### src/rtl/cu_sequencer.sv
`default_nettype none
// cu_sequencer: holds the control-unit state register, IR and status flags.
// It decodes the selected control word and stalls memory accesses until mem_ready arrives.
module cu_sequencer #(
  parameter int          CUL         = 36,
  parameter int          MEM_TIMEOUT = 15,
  parameter logic [3:0]  HALT_STATE  = 4'hF
) (
  input  logic          clock,
  input  logic          reset,
  input  logic [CUL:0]  cw_in,
  input  logic [3:0]    ns_in,
  input  logic          mem_ready,
  input  logic [31:0]   ir_bus,
  input  logic [3:0]    status_in,
  output logic [3:0]    state,
  output logic [31:0]   IR,
  output logic [3:0]    status,
  output logic [4:0]    FS,
  output logic [4:0]    SA,
  output logic [4:0]    SB,
  output logic [4:0]    DA,
  output logic          w_reg,
  output logic          C0,
  output logic [1:0]    mem_cs,
  output logic          B_Sel,
  output logic          mem_write_en,
  output logic [1:0]    size,
  output logic          add_tri_sel,
  output logic [1:0]    data_tri_sel,
  output logic          PC_sel,
  output logic [1:0]    PC_FS,
  output logic          stall,
  output logic          mem_err,
  output logic          halted
);

  localparam logic [1:0] S_RUN  = 2'd0;
  localparam logic [1:0] S_WAIT = 2'd1;
  localparam logic [1:0] S_HALT = 2'd2;

  localparam logic [7:0] TIMEOUT_LAST = 8'(MEM_TIMEOUT - 1);

  logic [1:0] fsm;
  logic [7:0] wait_cnt;
  logic       mem_access;
  logic       gated;
  logic       status_load;
  logic       ir_load;
  logic       unused_reserved;

  assign unused_reserved = cw_in[CUL];

  assign mem_access  = (cw_in[13:12] != 2'b00);
  assign halted      = (fsm == S_HALT);
  assign stall       = mem_access & ~mem_ready & ~halted & ~reset;
  assign gated       = stall | halted | reset;
  assign status_load = cw_in[8];
  assign ir_load     = cw_in[9];

  assign PC_FS        = gated ? 2'b00 : cw_in[1:0];
  assign PC_sel       = cw_in[2];
  assign data_tri_sel = cw_in[4:3];
  assign add_tri_sel  = cw_in[5];
  assign size         = cw_in[7:6];
  assign mem_write_en = gated ? 1'b0 : cw_in[10];
  assign B_Sel        = cw_in[11];
  assign mem_cs       = halted ? 2'b00 : cw_in[13:12];
  assign C0           = cw_in[14];
  assign w_reg        = gated ? 1'b0 : cw_in[15];
  assign DA           = cw_in[20:16];
  assign SB           = cw_in[25:21];
  assign SA           = cw_in[30:26];
  assign FS           = cw_in[35:31];

  always_ff @(posedge clock) begin
    if (reset) begin
      fsm      <= S_RUN;
      state    <= 4'h0;
      IR       <= 32'h0;
      status   <= 4'h0;
      wait_cnt <= 8'h0;
      mem_err  <= 1'b0;
    end else if (fsm != S_HALT) begin
      if (stall) begin
        // Timeout abandons the access and restarts at fetch without loading.
        if (wait_cnt == TIMEOUT_LAST) begin
          mem_err  <= 1'b1;
          state    <= 4'h0;
          wait_cnt <= 8'h0;
          fsm      <= S_RUN;
        end else begin
          wait_cnt <= wait_cnt + 8'd1;
          fsm      <= S_WAIT;
        end
      end else begin
        if (ir_load)     IR     <= ir_bus;
        if (status_load) status <= status_in;
        wait_cnt <= 8'h0;
        state    <= ns_in;
        fsm      <= (ns_in == HALT_STATE) ? S_HALT : S_RUN;
      end
    end
  end

endmodule
`default_nettype wire

### config.mk
export PLATFORM = sky130hd
export DESIGN_NAME = cu_sequencer
export DESIGN_NICKNAME = d
export VERILOG_FILES = /design/src/rtl/cu_sequencer.sv
export SDC_FILE = /design/constraint.sdc
export NUM_CORES = 1
export LEC_CHECK = 0
export CORE_MARGIN = 2
export CORE_UTILIZATION = 38
export CTS_CLUSTER_SIZE = 10
export DETAILED_ROUTE_END_ITERATION = 6
export GPL_ROUTABILITY_DRIVEN = 0
export MAX_ROUTING_LAYER = met4
export PLACE_DENSITY = 0.93
export SYNTH_ARGS = -nofsm -noshare
export SYNTH_HDL_FRONTEND = slang
export SYNTH_SLANG_ARGS = --single-unit
export TNS_END_PERCENT = 50
### constraint.sdc
create_clock -name clock -period 4 [get_ports clock]
set_input_delay 1.2 -clock clock [delete_from_list [all_inputs] [get_ports clock]]
set_output_delay 1.2 -clock clock [all_outputs]
set_load 0.05 [all_outputs]
==> impl_results.md <==
* Run status: complete, no violations
* DRC viols at 0
* Total Routed Length at 5220 um
* CP endpoint kind: output pin
* Fin. max-slew vios at 0
* First-pass GRT wire length at 8220 um
* Syn nets at 346
* Largest net degree at the start of global routing at 33
* ANT nets after route at 0
* Clock transition at path regs at 90 ps
* Worst min-delay path class: reg2reg
* Initial core utilization at 38.7%
* CTS Buffer Depth at 2
* Final net count at 417
* Final Hold Fails at 0
* Die Y at 81.2 um
* Number of flops mapped to enable cells by yosys at 0
* Max-cap violations at 0
* Final setup TNS at 0 ps
* Crit path DAT at 2470 ps
* Root buf cell: clkbuf_8
* Core area at 5850 um2
* Yosys top cell area share at 45.1%
* Final period util at 91.8%
* CP Launch Type: primary input
* Syn_area_per_cell at 8.58 um2
* Crit-path max FO at 5
* Hold EP: IR[8]
* Fmax at 0.272 GHz
* Final hold slack at 457 ps
* Die Area at 6600 um2
* P per Cell Area at 367 nW/um2
* Std-Cell Rows at 28
* GRT overflow at 0
* Reg2Reg Depth at 5
* CTS Buf Count at 5
* Area grow syn2layout at 45.9%
* Vias in the first global route at 1912
* Synth Flop Type: dfxtp_1
* Gr usage total at 16.4%
* LEAKAGE at 1.24 nW
* First-pass DRT Iterations at 4
* Sequential area share after synthesis at 45.1%
* Hold Path Cell Cnt at 2
* Share of layout cells above drive strength 1 at 11.0%
* Worst-Skew Late Latency at 290 ps
* Synth warn at 0
* Slew @ Worst Pin at 530 ps
* Reg2reg end: state[2]
* N_diodes at 0
* H-tree Lvls at 2
* Post-CTS sizing at 0
* Critical path class: in2out
* Port Buffers at 99
* CP required at 2800 ps
* Yosys cell types at 39
* Top post-synthesis cells by area: dfxtp_1 (45%), nand2_1 (12%), buf_4 (9.3%)
* Syn Inst Count at 264
* Initial antenna violation count at 0
* Min cycle time layout at 3670 ps
* Seq cells post-synth at 51
* Hold Startpoint: IR[8]
* # hold bufs at CTS at 0
* R2R Setup Slk at 2490 ps
* HPWL after DPL at 4000 um
* Starting DRT DRC Count at 52
* Post-CTS setup buffer count at 0
* Slew headroom at 64.6%
* Die W at 81.2 um
* Setup violators final at 0
* Synth area leader: dfxtp_1
* Unrepaired setup endpoints after global routing: false
* RR Startpoint: wait_cnt[0]
* Clock Sinks at 51
* Max Clock Skew at 9.46 ps
* Post-Syn Area at 2270 um2
* Io pins at 157
* Worst IR drop on VDD at 0.197 mV
* Routed wire per std cell at 12.7 um
* Avg Vias per Cell at 4.87
* Post-synth ARST share at 0%
* CTS tree: built
* Via Count at 2003
==> registers in the layout, summed over array words and instances, names as in the netlist <==
register / cells
wait_cnt: 8
state: 4
mem_err: 1
status: 4
IR: 32
fsm: 2
==> cells by family (layout without fill, tap and decap cells) <==
family                     Yosys count  after routing  share of synthesized area [%]
and+or+nand+nor                    109            109                           23.4
AOI/OAI and AO/OA                   49             49                           14.0
adders and majority gates            2              2                           1.10
DFF                                 51             51                           45.1
muxes                                4              4                           1.77
xor gates and xnor gates             4              4                           1.55
buffers and inverters               45            117                           13.1
==> worst max-delay path, stage by stage <==
cell and delay (ps):
clkdlybuf4s50_1 470, nor2_1 130, nor2_1 70, nor3_2 230, and2_1 220, buf_12 150
==> layer usage <==
layer	up-vias	track usage [%]	wire [um]
li1	990	-	-
met1	940	16.9	2100
met2	67	29.1	2760
met3	6	4.67	306
met4	0	7.12	44
met5	-	-	0
==> synth_stat cells (3+ instances only) <==
cell and number:
inv_1 3, buf_2 8, nor2_1 10, nand2_1 70
and2_1 7, a21oi_1 36, dfxtp_1 51, xor2_1 3
nor3_1 4, mux2i_1 4, clkbuf_1 3, a22o_1 4
nand3_1 4, buf_4 28
==> power by group <==
part           switching, mW  internal (mW)  total, mW
logic                  0.171          0.124      0.295
registers             0.0126          0.533      0.546
clock network          0.165          0.206      0.371
==> cell usage in the layout, fill, tap and decap left out, types with 2 or more instances in the layout <==
cell and count:
xor2_1 3, a21oi_1 36, clkdlybuf4s50_1 91, clkbuf_8 6
inv_1 3, dfxtp_1 51, inv_6 2, buf_4 6
and2_1 7, nor3_2 2, mux2i_1 4, ha_1 2
nand4_1 2, nand2_1 70, a22o_1 4, nand3_1 4
buf_12 7, nor3_1 4, nor2_1 10, o211ai_2 2
==> how the worst max path moves through the flow <==
stage,endpoint,start,depth (start not counted)
floorplan,PC_FS[0],reset,3
global placement,PC_FS[1],cw_in[13],6
detailed placement,PC_FS[1],cw_in[13],6
CTS,PC_FS[1],cw_in[13],6
global route,PC_FS[1],cw_in[13],6
finish,PC_FS[1],cw_in[13],6
==> through the flow <==
step	worst slack [ps]	cells	util (%)	power [mW]	cell area, um2
2_1_floorplan	642	264	-	0.798	2270
3_3_place_gp	355	403	54.4	0.850	3180
3_5_place_dp	331	403	54.4	0.855	3180
4_1_cts	328	411	56.5	1.23	3310
5_1_grt	211	411	56.5	1.27	3310
6_report	329	411	56.5	1.21	3310
==> final cells by class <==
class / instances / area [um2]
clock buffers: 6 / 82.6
clock inverters: 2 / 38.8
fillers: 499 / 2540
inverters: 4 / 20.0
multi-input cells: 168 / 948
flip-flops and latches: 51 / 1020
well taps: 75 / 93.8
repair buffers: 105 / 1100
(Power assumes the default switching activity.)
